--- src/rtl/cpu_types_pkg.sv ---
`default_nettype none
// +--------------------------------------------------------------------+
// | cpu_types_pkg                                                      |
// | Datapath-wide scalar types shared across the CPU.                  |
// | Rev 1.0                                                            |
// +--------------------------------------------------------------------+
package cpu_types_pkg;

    localparam int c_WORD_W = 32;

    typedef logic [c_WORD_W-1:0] word_t;

endpackage
`default_nettype wire

--- src/rtl/diaosi_types_pkg.sv ---
`default_nettype none
// +--------------------------------------------------------------------+
// | diaosi_types_pkg                                                   |
// | PC source select and fetch-sequencer state encodings.              |
// | Rev 1.0                                                            |
// +--------------------------------------------------------------------+
package diaosi_types_pkg;

    typedef enum logic [1:0] {
        PC_NPC = 2'd0,
        PC_BR  = 2'd1,
        PC_J   = 2'd2,
        PC_JR  = 2'd3
    } PCSrc_t;

    typedef enum logic [1:0] {
        RUN    = 2'd0,
        REDIR  = 2'd1,
        HALTED = 2'd2
    } fetch_state_t;

    function automatic logic is_redirect(input PCSrc_t src);
        return (src != PC_NPC);
    endfunction

endpackage
`default_nettype wire

--- src/rtl/pc_fetch_ctrl_if.sv ---
`default_nettype none
// +--------------------------------------------------------------------+
// | pc_fetch_ctrl_if                                                   |
// | Bundle between the fetch sequencer and its cache/hazard/PC peers.  |
// | Rev 1.0                                                            |
// +--------------------------------------------------------------------+
interface pc_fetch_ctrl_if #(
    parameter int CNT_W = 16
);

    logic                         ihit;
    logic                         stall;
    logic                         halt;
    logic                         redir_req;
    diaosi_types_pkg::PCSrc_t     redir_src;
    logic [15:0]                  redir_imm16;
    logic [25:0]                  redir_addr26;
    cpu_types_pkg::word_t         redir_jr;

    logic                         pc_next;
    diaosi_types_pkg::PCSrc_t     PCSrc;
    logic [15:0]                  imm16;
    logic [25:0]                  j_addr26;
    cpu_types_pkg::word_t         jr;
    logic                         iREN;
    logic                         squash;
    logic                         halted;
    logic [CNT_W-1:0]             fetch_cnt;
    logic [CNT_W-1:0]             redir_cnt;

    // master: the fetch sequencer itself
    modport master (
        input  ihit, stall, halt, redir_req, redir_src, redir_imm16,
               redir_addr26, redir_jr,
        output pc_next, PCSrc, imm16, j_addr26, jr, iREN, squash, halted,
               fetch_cnt, redir_cnt
    );

    // slave: the surrounding pipeline that feeds it and consumes its outputs
    modport slave (
        output ihit, stall, halt, redir_req, redir_src, redir_imm16,
               redir_addr26, redir_jr,
        input  pc_next, PCSrc, imm16, j_addr26, jr, iREN, squash, halted,
               fetch_cnt, redir_cnt
    );

endinterface
`default_nettype wire

--- src/rtl/sat_counter.sv ---
`default_nettype none
// +--------------------------------------------------------------------+
// | sat_counter                                                        |
// | Up-counter that sticks at all-ones instead of wrapping.            |
// | Rev 1.0                                                            |
// +--------------------------------------------------------------------+
module sat_counter #(
    parameter int W = 16
) (
    input  logic         CLK,
    input  logic         nRST,
    input  logic         inc,
    output logic [W-1:0] count
);

    localparam logic [W-1:0] c_MAX = {W{1'b1}};
    localparam logic [W-1:0] c_ONE = {{(W-1){1'b0}}, 1'b1};

    logic [W-1:0] r_count;

    always_ff @(posedge CLK) begin
        if (!nRST) begin
            r_count <= '0;
        end else if (inc && (r_count != c_MAX)) begin
            r_count <= r_count + c_ONE;
        end
    end

    assign count = r_count;

endmodule
`default_nettype wire

--- src/rtl/pc_fetch_ctrl.sv ---
`default_nettype none
// +--------------------------------------------------------------------+
// | pc_fetch_ctrl                                                      |
// | Fetch sequencer: PC advance/source select, deferred redirect, halt.|
// | Rev 1.0                                                            |
// +--------------------------------------------------------------------+
module pc_fetch_ctrl
    import cpu_types_pkg::*;
    import diaosi_types_pkg::*;
#(
    parameter int CNT_W = 16
) (
    input  logic            CLK,
    input  logic            nRST,
    pc_fetch_ctrl_if.master bus
);

    fetch_state_t r_state;
    PCSrc_t       r_pend_src;
    logic [15:0]  r_pend_imm16;
    logic [25:0]  r_pend_addr26;
    word_t        r_pend_jr;
    logic         r_halted;

    logic         w_adv;
    logic         w_pc_next;
    PCSrc_t       w_src;
    logic [15:0]  w_imm16;
    logic [25:0]  w_addr26;
    word_t        w_jr;
    logic         w_iren;
    logic         w_squash;
    logic         w_redir_inc;

    logic [CNT_W-1:0] w_fetch_cnt;
    logic [CNT_W-1:0] w_redir_cnt;

    assign w_adv = bus.ihit & ~bus.stall;

    always_ff @(posedge CLK) begin
        if (!nRST) begin
            r_state       <= RUN;
            r_pend_src    <= PC_NPC;
            r_pend_imm16  <= '0;
            r_pend_addr26 <= '0;
            r_pend_jr     <= '0;
            r_halted      <= 1'b0;
        end else begin
            case (r_state)
                RUN: begin
                    if (bus.halt) begin
                        r_state  <= HALTED;
                        r_halted <= 1'b1;
                    end else if (bus.redir_req && !w_adv) begin
                        // Fetch in flight has not completed; park the target.
                        r_state       <= REDIR;
                        r_pend_src    <= bus.redir_src;
                        r_pend_imm16  <= bus.redir_imm16;
                        r_pend_addr26 <= bus.redir_addr26;
                        r_pend_jr     <= bus.redir_jr;
                    end
                end
                REDIR: begin
                    if (bus.halt || w_adv) begin
                        r_state       <= bus.halt ? HALTED : RUN;
                        r_halted      <= bus.halt;
                        r_pend_src    <= PC_NPC;
                        r_pend_imm16  <= '0;
                        r_pend_addr26 <= '0;
                        r_pend_jr     <= '0;
                    end
                end
                HALTED: begin
                    r_state <= HALTED;
                end
                default: begin
                    r_state <= RUN;
                end
            endcase
        end
    end

    always_comb begin
        w_pc_next = 1'b0;
        w_src     = PC_NPC;
        w_imm16   = '0;
        w_addr26  = '0;
        w_jr      = '0;
        w_iren    = 1'b0;
        w_squash  = 1'b0;
        if (nRST) begin
            case (r_state)
                RUN: begin
                    w_iren = 1'b1;
                    // Halt outranks both a redirect and a normal advance.
                    if (!bus.halt) begin
                        if (bus.redir_req) begin
                            if (w_adv) begin
                                w_pc_next = 1'b1;
                                w_src     = bus.redir_src;
                                w_imm16   = bus.redir_imm16;
                                w_addr26  = bus.redir_addr26;
                                w_jr      = bus.redir_jr;
                                w_squash  = 1'b1;
                            end
                        end else begin
                            w_pc_next = w_adv;
                        end
                    end
                end
                REDIR: begin
                    w_iren = 1'b1;
                    if (!bus.halt) begin
                        w_pc_next = w_adv;
                        w_squash  = w_adv;
                        w_src     = r_pend_src;
                        w_imm16   = r_pend_imm16;
                        w_addr26  = r_pend_addr26;
                        w_jr      = r_pend_jr;
                    end
                end
                default: begin
                    w_iren = 1'b0;
                end
            endcase
        end
    end

    assign w_redir_inc = w_pc_next & is_redirect(w_src);

    sat_counter #(.W(CNT_W)) u_fetch_cnt (
        .CLK   (CLK),
        .nRST  (nRST),
        .inc   (w_pc_next),
        .count (w_fetch_cnt)
    );

    sat_counter #(.W(CNT_W)) u_redir_cnt (
        .CLK   (CLK),
        .nRST  (nRST),
        .inc   (w_redir_inc),
        .count (w_redir_cnt)
    );

    assign bus.pc_next   = w_pc_next;
    assign bus.PCSrc     = w_src;
    assign bus.imm16     = w_imm16;
    assign bus.j_addr26  = w_addr26;
    assign bus.jr        = w_jr;
    assign bus.iREN      = w_iren;
    assign bus.squash    = w_squash;
    assign bus.halted    = r_halted;
    assign bus.fetch_cnt = w_fetch_cnt;
    assign bus.redir_cnt = w_redir_cnt;

endmodule
`default_nettype wire

--- src/flat_wrapper.sv ---
// flat-port wrapper written by rule: the top's interface ports become plain ports
module pc_fetch_ctrl_flat import cpu_types_pkg::*; import diaosi_types_pkg::*;
#(
    parameter int CNT_W = 16
)
  (CLK, nRST, bus_ihit, bus_stall, bus_halt, bus_redir_req, bus_redir_src, bus_redir_imm16, bus_redir_addr26, bus_redir_jr, bus_pc_next, bus_PCSrc, bus_imm16, bus_j_addr26, bus_jr, bus_iREN, bus_squash, bus_halted, bus_fetch_cnt, bus_redir_cnt);
  pc_fetch_ctrl_if #(.CNT_W(CNT_W)) bus_i ();
  input  logic CLK;
  input  logic nRST;
  input wire logic [$bits(bus_i.ihit)-1:0] bus_ihit;
  input wire logic [$bits(bus_i.stall)-1:0] bus_stall;
  input wire logic [$bits(bus_i.halt)-1:0] bus_halt;
  input wire logic [$bits(bus_i.redir_req)-1:0] bus_redir_req;
  input wire logic [$bits(bus_i.redir_src)-1:0] bus_redir_src;
  input wire logic [$bits(bus_i.redir_imm16)-1:0] bus_redir_imm16;
  input wire logic [$bits(bus_i.redir_addr26)-1:0] bus_redir_addr26;
  input wire logic [$bits(bus_i.redir_jr)-1:0] bus_redir_jr;
  output wire logic [$bits(bus_i.pc_next)-1:0] bus_pc_next;
  output wire logic [$bits(bus_i.PCSrc)-1:0] bus_PCSrc;
  output wire logic [$bits(bus_i.imm16)-1:0] bus_imm16;
  output wire logic [$bits(bus_i.j_addr26)-1:0] bus_j_addr26;
  output wire logic [$bits(bus_i.jr)-1:0] bus_jr;
  output wire logic [$bits(bus_i.iREN)-1:0] bus_iREN;
  output wire logic [$bits(bus_i.squash)-1:0] bus_squash;
  output wire logic [$bits(bus_i.halted)-1:0] bus_halted;
  output wire logic [$bits(bus_i.fetch_cnt)-1:0] bus_fetch_cnt;
  output wire logic [$bits(bus_i.redir_cnt)-1:0] bus_redir_cnt;
  assign bus_i.ihit = bus_ihit;
  assign bus_i.stall = bus_stall;
  assign bus_i.halt = bus_halt;
  assign bus_i.redir_req = bus_redir_req;
  assign bus_i.redir_src = bus_redir_src;
  assign bus_i.redir_imm16 = bus_redir_imm16;
  assign bus_i.redir_addr26 = bus_redir_addr26;
  assign bus_i.redir_jr = bus_redir_jr;
  assign bus_pc_next = bus_i.pc_next;
  assign bus_PCSrc = bus_i.PCSrc;
  assign bus_imm16 = bus_i.imm16;
  assign bus_j_addr26 = bus_i.j_addr26;
  assign bus_jr = bus_i.jr;
  assign bus_iREN = bus_i.iREN;
  assign bus_squash = bus_i.squash;
  assign bus_halted = bus_i.halted;
  assign bus_fetch_cnt = bus_i.fetch_cnt;
  assign bus_redir_cnt = bus_i.redir_cnt;
  pc_fetch_ctrl #(.CNT_W(CNT_W)) u_core (.CLK(CLK), .nRST(nRST), .bus(bus_i));
endmodule
--- config.mk ---
export PLATFORM = sky130hd
export DESIGN_NAME = pc_fetch_ctrl_flat
export DESIGN_NICKNAME = d
export VERILOG_FILES = /design/src/rtl/cpu_types_pkg.sv /design/src/rtl/diaosi_types_pkg.sv /design/src/rtl/pc_fetch_ctrl_if.sv /design/src/rtl/sat_counter.sv /design/src/rtl/pc_fetch_ctrl.sv /design/src/flat_wrapper.sv
export SDC_FILE = /design/constraint.sdc
export NUM_CORES = 1
export LEC_CHECK = 0
export CORE_ASPECT_RATIO = 0.5
export CORE_MARGIN = 3
export CORE_UTILIZATION = 41
export DETAILED_ROUTE_END_ITERATION = 7
export GPL_TIMING_DRIVEN = 0
export PLACE_DENSITY_LB_ADDON = 0.25
export SYNTH_ARGS = -nofsm -noshare
export SYNTH_HDL_FRONTEND = slang
export SYNTH_SLANG_ARGS = --single-unit
--- constraint.sdc ---
create_clock -name CLK -period 2.1 [get_ports CLK]
set_clock_uncertainty 0.15 [all_clocks]
set_input_delay 0.42 -clock CLK [delete_from_list [all_inputs] [get_ports CLK]]
set_output_delay 0.42 -clock CLK [all_outputs]
set_load 0.05 [all_outputs]
# [After elaboration in Yosys (flattened, before gate mapping)]
# Index checks and enable logic that the tools add are counted.
[op_classes] n_addsub=2 eq_ne=9 mux=60 bitwise_logic=3 n_reduce_logical=12
[op_table] cell="$mux 32" count=8
[op_table] cell="$mux 26" count=8
[op_table] cell="$mux 16" count=8
[op_table] cell="$pmux 32 s2" count=2
[op_table] cell="$pmux 26 s2" count=2
[op_table] cell="$pmux 16 s2" count=2
[op_table] cell="$add 16x1->16 const B" count=2
[op_table] cell="$ne 16x16->1 const B" count=2
[op_table] cell="$mux 2" count=12
[op_table] cell="$mux 1" count=12
[op_table] cell="$pmux 2 s2" count=2
[op_table] cell="$pmux 1 s2" count=3
[op_table] cell="$pmux 2 s3" count=1
[op_table] cell="$ne 2x1->1 const B" count=2
[op_table] cell="$ne 2x2->1 const B" count=2
[op_table] cell="$reduce_and 4->1" count=1
[op_table] cell="$reduce_bool 2->1" count=2
[op_table] cell="$logic_and 1x1->1" count=3
[op_table] cell="$ne 3x2->1 const B" count=1
[op_table] cell="$reduce_and 3->1" count=1
[op_table] cell="$and 1x1->1" count=2
[op_table] cell="$eq 2x1->1 const B" count=1
[op_table] cell="$eq 2x2->1 const B" count=1
[op_table] cell="$logic_not 2->1" count=1
[op_table] cell="other kinds (5)" count=5
[word_totals] ff_bits=111 inputBits=82 out_inout_bits=112 wordCells=94

# [Depth between registers and ports, before layout]
# Gate-level depths: netlist of the first run.
[depth] depth_word=10 mapped_depth=9 mapped_depth_nobuf=6

# [Cells and area by module]
# A second synthesis of the first run with hierarchy kept.
[hier_totals] cells_unflattened=647 area_unflattened_um2=5681.7
[by_module_without_submodules] module="pc_fetch_ctrl" instances=1 cells_per_inst=453 area_each_um2=4007.6 seq_area_each_um2=1581.5
[by_module_without_submodules] module="sat_counter" instances=2 cells_per_inst=97 area_each_um2=837.1 seq_area_each_um2=320.3

# [Worst setup path before layout of the first run]
# Ideal clock, no wire load.
[synth_path] kind="input -> output" start="input port nRST" end="output port bus_j_addr26[16]" t_arrival_ns=2.475 t_required_ns=1.530 setup_slack_ns=-0.945 stages=7 cell_sequence="inv_1 -> nor2_1 -> and4b_1 -> clkbuf_1 -> buf_2 -> buf_2 -> a22o_1"
[synth_via] elab_chain_len=1
[synth_lines] element="start: declaration" line="flat_wrapper.sv:9" source="input logic nRST;"
[synth_lines] element="$mux 26" line="pc_fetch_ctrl.sv:91" source="if (nRST) begin"
[synth_lines] element="end: declaration" line="flat_wrapper.sv:21" source="output wire logic [$bits(bus_i.j_addr26)-1:0] bus_j_addr26;"
# Every way passes these cells.

# [Final worst setup path of the first run]
[layout_path] start="register u_core.r_state[1]" end="output port bus_jr[22]"
[layout_via] elab_chain_len=3
[layout_lines] element="start: declaration" line="pc_fetch_ctrl.sv:18" source="fetch_state_t r_state;"
[layout_lines] element="start signal: assignment" line="pc_fetch_ctrl.sv:65" source="r_state <= bus.halt ? HALTED : RUN;"
[layout_lines] element="$eq 2x1->1 or $logic_not 2->1 (tied branches)" line="pc_fetch_ctrl.sv:92" source="case (r_state)"
[layout_lines] element="$pmux 32 s2 *" line="pc_fetch_ctrl.sv:92"
[layout_lines] element="$mux 32 *" line="pc_fetch_ctrl.sv:91"
[layout_lines] element="end: declaration" line="flat_wrapper.sv:22" source="output wire logic [$bits(bus_i.jr)-1:0] bus_jr;"
# Mark *: on every way between the ends. The rest lies on a longest branch, timed or not.

==> impl_metrics.py, run 1 <==
metrics = {
    "critical_path": {
        "cp.required_ps": 1530,
        "crit_fanout": 6,
        "cp-start-kind": "register",
        "criticalPathCategory": "reg2out",
        "crit_arrival_ps": 1970,
        "end_kind": "output port",
    },
    "detailed_routing": {
        "ant_nets": 0,
        "via_count": 6359,
        "vias_per_cell": 6.04,
        "drtIter0Drc": 581,
        "totalWireLength_microns": 21700,
        "drcViolationCount": 0,
        "wl_per_cell_microns": 20.7,
        "drt_first_pass_iters": 5,
    },
    "timing": {
        "slew_headroom_pct": 51.5,
        "setup_violations": 97,
        "worst_slack_ps": -437,
        "rsz0062_at_grt": "true",
        "slew_viol_final": 0,
        "fmaxAchievable_mhz": 394,
        "tightest_slew_ps": 727,
        "min_period_ps": 2540,
        "hold_viol_final": 0,
        "period_share_pct": 121,
    },
    "status": {
        "violations": "setup timing",
        "status": "complete, but fails checks",
    },
    "logic_synthesis": {
        "syn-num-nets": 729,
        "ys_types": 41,
        "synth_edf_count": 0,
        "syn_avg_cell_area_sq_um": 8.18,
        "synthFlopType": "dfxtp_1",
        "ys_ff_latch": 111,
        "async_flop_share_pct": 0,
        "netlist_area_sq_um": 5270,
        "yosys_warnings": 0,
        "synth-seq-area-share_pct": 42.1,
        "syn_inst": 645,
    },
    "placed_design": {
        "gp_congestion": 0.848,
        "io_buffers": 193,
        "place_area_sq_um": 8110,
        "dp_cells": 1003,
        "hpwlAfterDp_microns": 12600,
        "preCtsSetupSlack_ps": -1970,
    },
    "clock_tree": {
        "insertion_delay_ps": 340,
        "numCtsBuffers": 9,
        "cts.sink_count": 111,
        "cts_tree": "done",
        "clockRootBuffer": "clkbuf_16",
        "clockBufferDepth": 2,
        "ctsHoldBuffers": 0,
        "path_clk_slew_ps": 70,
        "cts_max_level": 3,
    },
    "final_layout": {
        "final_layout_size_suffix_gt1_share_pct": 33.5,
        "fin_util_pct": 80.4,
        "finalNonFillerCells": 1052,
        "layout.nets": 966,
        "area_delta_synth_final_pct": 85.8,
        "antennaDiodeCount": 0,
        "final_common_cell": "dfxtp_1",
        "final_cell_area_sq_um": 9800,
        "mostFrequentLayoutCells": "dfxtp_1 (104), nand2_1 (91), buf_8 (88), nand3_1 (87), a21oi_1 (85)",
    },
    "global_routing": {
        "grt_pass1_vias": 5968,
        "grt_pass1_wl_microns": 31200,
        "antenna_found_initial": 0,
        "grt_max_degree": 19,
        "grt_usage_pct": 26.2,
        "grt-ovfl-total": 0,
    },
    "power_and_ir_drop": {
        "ir_worst_vdd_uv": 575,
        "cellLeakagePower_nw": 4.04,
        "pwr_density_cell_nw_per_um2": 496,
        "power_mw": 4.86,
    },
    "floorplan": {
        "die_w_microns": 166,
        "core_area_sq_um": 12200,
        "die_y_microns": 86.2,
        "io_pins": 194,
        "die_area_sq_um": 14300,
        "fp-row-count": 28,
        "start_util_pct": 43.3,
    },
    "run": {
        "maxCapViolCount": 0,
    },
    "min_path": {
        "hp-class": "in2reg",
    },
}
[sequential cells by signal, indices dropped and copies added, names as in the netlist]
name,count
u_core.r_pend_jr,32
u_core.r_pend_addr26,26
u_core.r_pend_imm16,16
u_core.u_fetch_cnt.count,16
u_core.u_redir_cnt.count,16
u_core.r_pend_src,2
u_core.r_state,2
u_core.bus.halted,1
[metrics by stage]
| step | hold WS, ps | TNS (ps) |
|---|---|---|
| final | 280 | -35530 |
| after global routing | 286 | -40040 |
| after CTS | 306 | -42800 |
| after detailed placement | 295 | -227340 |
| after global placement | 287 | -222650 |
| after floorplan | 281 | -15800 |
[power by group]
part	total (mW)	internal [mW]	leakage [nW]	switching, mW
registers	2.25	2.18	0.904	0.0659
logic	0.781	0.360	2.98	0.422
clock network	1.83	1.01	0.158	0.820
[Yosys cell counts, types with 2 or more instances]
master    count  area [sq um]
or4b_1        2          20.0
nor2_1       18          67.6
dfxtp_1     111          2220
o41ai_1       2          17.5
buf_2        10          50.1
nor4b_1       2          17.5
or4_1        11          82.6
buf_6         2          22.5
xor2_1        9          78.8
inv_1         3          11.3
o21a_1        2          15.0
mux2i_1       5          50.1
nand2b_1      5          31.3
nor3_1        2          10.0
o31ai_1      10          75.1
o21ai_0       9          45.0
and2_1        3          18.8
nand3_1      89           445
and4_1        5          43.8
ha_1          2          25.0
and3_1        7          43.8
a31oi_1       2          12.5
nand2_1      91           342
o211ai_1      2          15.0
a22o_1       76           666
a21oi_1      92           460
clkbuf_1     48           180
nand4_1      12          75.1
[final cells by class]
type,count,area [sq um]
clock buffer,11,253
buffer,59,546
inverter,3,13.8
multi-input combinational,472,3730
tap,165,206
timing repair buffer,226,2750
fill,716,2390
sequential,111,2230
clock inverter,5,63.8
[worst max-delay path, stage by stage (launching register included)]
cell,delay [ps]
dfxtp_4,380
nor4b_4,240
and4b_1,280
buf_8,150
buf_12,150
clkbuf_16,150
a22o_4,130
buf_8,140
[path summary, 6_finish.rpt]
| check | startpoint | end | slack, ps | depth (start not counted) |
|---|---|---|---|---|
| setup / recovery | u_core.r_state[1] | bus_jr[22] | -440 | 7 |
| hold / removal | bus_halt | u_core.r_state[0] | 280 | 2 |
| setup reg to reg | u_core.r_state[1] | u_core.u_redir_cnt.count[8] | -390 | 8 |
| hold reg to reg | u_core.r_pend_jr[31] | u_core.r_pend_jr[31] | 310 | 2 |
[repair_timing]
item | 4_1_cts | 5_1_grt
buffers inserted | 13 | 7
gates cloned | 6 | 8
gates resized for setup | 763 | 75
pin swaps | 36 | 16
endpoints found under the setup margin | 216 | 180
[logic make-up (layout without fill, tap and decap cells)]
group | count (synthesis) | after routing | share of synthesized area (%)
and+or+nand+nor | 257 | 257 | 24.6
buffers and inverters | 63 | 304 | 5.01
adders and majority gates | 2 | 2 | 0.474
AOI/OAI and AO/OA | 197 | 198 | 25.2
xor gates and xnor gates | 10 | 10 | 1.66
muxes | 5 | 5 | 0.949
DFF | 111 | 111 | 42.1
[routing by layer]
metal  track usage (%)  up-vias  part of all wire (%)
met5                 0        -                     0
met4              6.89        0                   2.8
met3              4.56       47                   6.5
met2              46.7      339                    50
met1              33.4     3109                    41
li1                  -     2864                     -
Power figures use the tool's default switching activity.
==> inputs of run 2 (changes only) <==
--- a/config.mk
+++ b/config.mk
@@ -11,6 +11,7 @@
 export DETAILED_ROUTE_END_ITERATION = 7
 export GPL_TIMING_DRIVEN = 0
 export PLACE_DENSITY_LB_ADDON = 0.25
+export SKIP_CTS_REPAIR_TIMING = 1
 export SYNTH_ARGS = -nofsm -noshare
 export SYNTH_HDL_FRONTEND = slang
 export SYNTH_SLANG_ARGS = --single-unit
==> impl_metrics.py, run 2 (synthesis gave the netlist of run 1 again) <==
metrics = {
    "status": {
        "status": "complete, but fails checks",
        "violations": "setup timing",
    },
    "detailed_routing": {
        "vias_per_cell": 5.75,
        "drt_first_pass_iters": 5,
        "totalWireLength_microns": 19600,
        "drtIter0Drc": 502,
        "via_count": 6010,
        "ant_nets": 0,
        "drcViolationCount": 0,
        "wl_per_cell_microns": 18.8,
    },
    "power_and_ir_drop": {
        "pwr_density_cell_nw_per_um2": 507,
        "cellLeakagePower_nw": 4.35,
        "switching_share_pct": 26.4,
        "ir_worst_vdd_uv": 590,
        "p_sw_mw": 1.28,
        "p_seq_share_pct": 46.3,
        "p_int_mw": 3.56,
        "clockPowerShare_pct": 37.2,
        "p_comb_share_pct": 16.4,
        "power_mw": 4.84,
    },
    "clock_tree": {
        "numCtsBuffers": 9,
        "cts_max_level": 3,
        "cts_tree": "done",
        "cts.sink_count": 111,
        "insertion_delay_ps": 340,
        "clockBufferDepth": 2,
        "path_clk_slew_ps": 70,
        "clockRootBuffer": "clkbuf_16",
    },
    "timing": {
        "slew_headroom_pct": 50.5,
        "hold_ws_ps": 277,
        "min_period_ps": 2640,
        "rsz0062_at_grt": "true",
        "period_share_pct": 126,
        "slew_viol_final": 0,
        "tightest_slew_ps": 742,
        "setup_violations": 99,
        "worst_slack_ps": -536,
        "hold_viol_final": 0,
        "fmaxAchievable_mhz": 379,
    },
    "floorplan": {
        "core_area_sq_um": 12200,
        "die_area_sq_um": 14300,
        "start_util_pct": 43.3,
        "fp-row-count": 28,
        "io_pins": 194,
        "die_y_microns": 86.2,
        "die_w_microns": 166,
    },
    "final_layout": {
        "largest_reg_flops": 32,
        "layout.nets": 959,
        "final_common_cell": "dfxtp_1",
        "mostFrequentLayoutCells": "dfxtp_1 (105), nand2_1 (91), nand3_1 (79), a21oi_1 (79), clkdlybuf4s50_1 (77)",
        "largest_registers": "u_core.r_pend_jr x32, u_core.r_pend_addr26 x26",
        "fillers": 782,
        "antennaDiodeCount": 0,
        "area_delta_synth_final_pct": 81.0,
        "regMostFlops": "u_core.r_pend_jr",
        "finalNonFillerCells": 1045,
        "final_layout_size_suffix_gt1_share_pct": 33.4,
    },
    "critical_path": {
        "reg2reg_from": "u_core.r_state[1]",
        "crit_family": "buffers and inverters",
        "crit_arrival_ps": 2070,
        "cp-start-kind": "register",
        "cp.required_ps": 1530,
        "critical_path_buf_inv_count": 5,
        "criticalPathCategory": "reg2out",
        "reg2reg_depth": 7,
        "max_stage_delay_ps": 310,
        "endpoint": "bus_jr[23]",
        "cp_num_cells": 8,
        "critPathSlowestCell": "dfxtp_1",
        "end_kind": "output port",
        "crit_fanout": 8,
        "crit_path_start": "u_core.r_state[1]",
        "timing.rr.end": "u_core.u_redir_cnt.count[8]",
        "rrSetupSlack_ps": -220,
        "cp_cell_sequence": "buf_6, nor4b_4, and4b_1, buf_6, clkbuf_16, clkbuf_16, a22o_4, buf_8",
    },
    "global_routing": {
        "grt-ovfl-total": 0,
        "antenna_found_initial": 0,
        "grt_pass1_wl_microns": 27600,
        "grt_pass1_vias": 5376,
        "grt_usage_pct": 22.9,
        "grt_max_degree": 19,
    },
    "placed_design": {
        "dp_cells": 1003,
        "io_buffers": 193,
        "gp_congestion": 0.848,
        "hpwlAfterDp_microns": 12600,
    },
    "min_path": {
        "hp-class": "in2reg",
    },
    "run": {
        "maxCapViolCount": 0,
    },
}
-- run 2: area by class of cell --
class,count,area [sq um],share of cell area (%)
Sequential cell,111,2230,23.4
Clock buffer,11,253,2.65
Inverter,3,11.3,0.118
Clock inverter,5,63.8,0.668
Buffer,60,509,5.33
Tap cell,165,206,2.16
Multi-Input combinational cell,472,3720,39.0
Timing Repair Buffer,218,2550,26.7
-- run 2: power by group through the flow --
stage | logic, mW | clock network (mW) | registers [mW]
after floorplan | 0.318 | 0 | 2.29
after global placement | 0.621 | 0 | 2.28
after detailed placement | 0.634 | 0 | 2.29
after CTS | 0.637 | 1.83 | 2.24
after global routing | 0.840 | 1.92 | 2.25
final | 0.796 | 1.80 | 2.24
-- run 2: worst min-delay path by stage --
stage / from / end / cells after the start
final: bus_halt / u_core.r_state[0] / 2
after global routing: bus_halt / u_core.r_state[0] / 2
after CTS: u_core.r_pend_imm16[0] / u_core.r_pend_imm16[0] / 2
after detailed placement: u_core.r_pend_imm16[0] / u_core.r_pend_imm16[0] / 2
after global placement: u_core.r_pend_imm16[0] / u_core.r_pend_imm16[0] / 2
after floorplan: u_core.r_pend_addr26[25] / u_core.r_pend_addr26[25] / 2
-- run 2: layer usage --
metal | global-route usage (%) | wire (microns)
met1 | 30.9 | 8490
met2 | 39.5 | 9830
met3 | 4.01 | 1040
met4 | 4.04 | 251
met5 | 0 | 0
-- run 2: through the flow --
step	setup TNS [ps]	instance area (sq um)	util, %	setup WS [ps]
final	-39730	9550	78.3	-536
after global routing	-47030	9550	78.3	-591
after CTS	-193110	8420	69.1	-1970
after detailed placement	-227340	8110	66.5	-1970
after global placement	-222650	8110	66.5	-1940
after floorplan	-15800	5970	-	-208
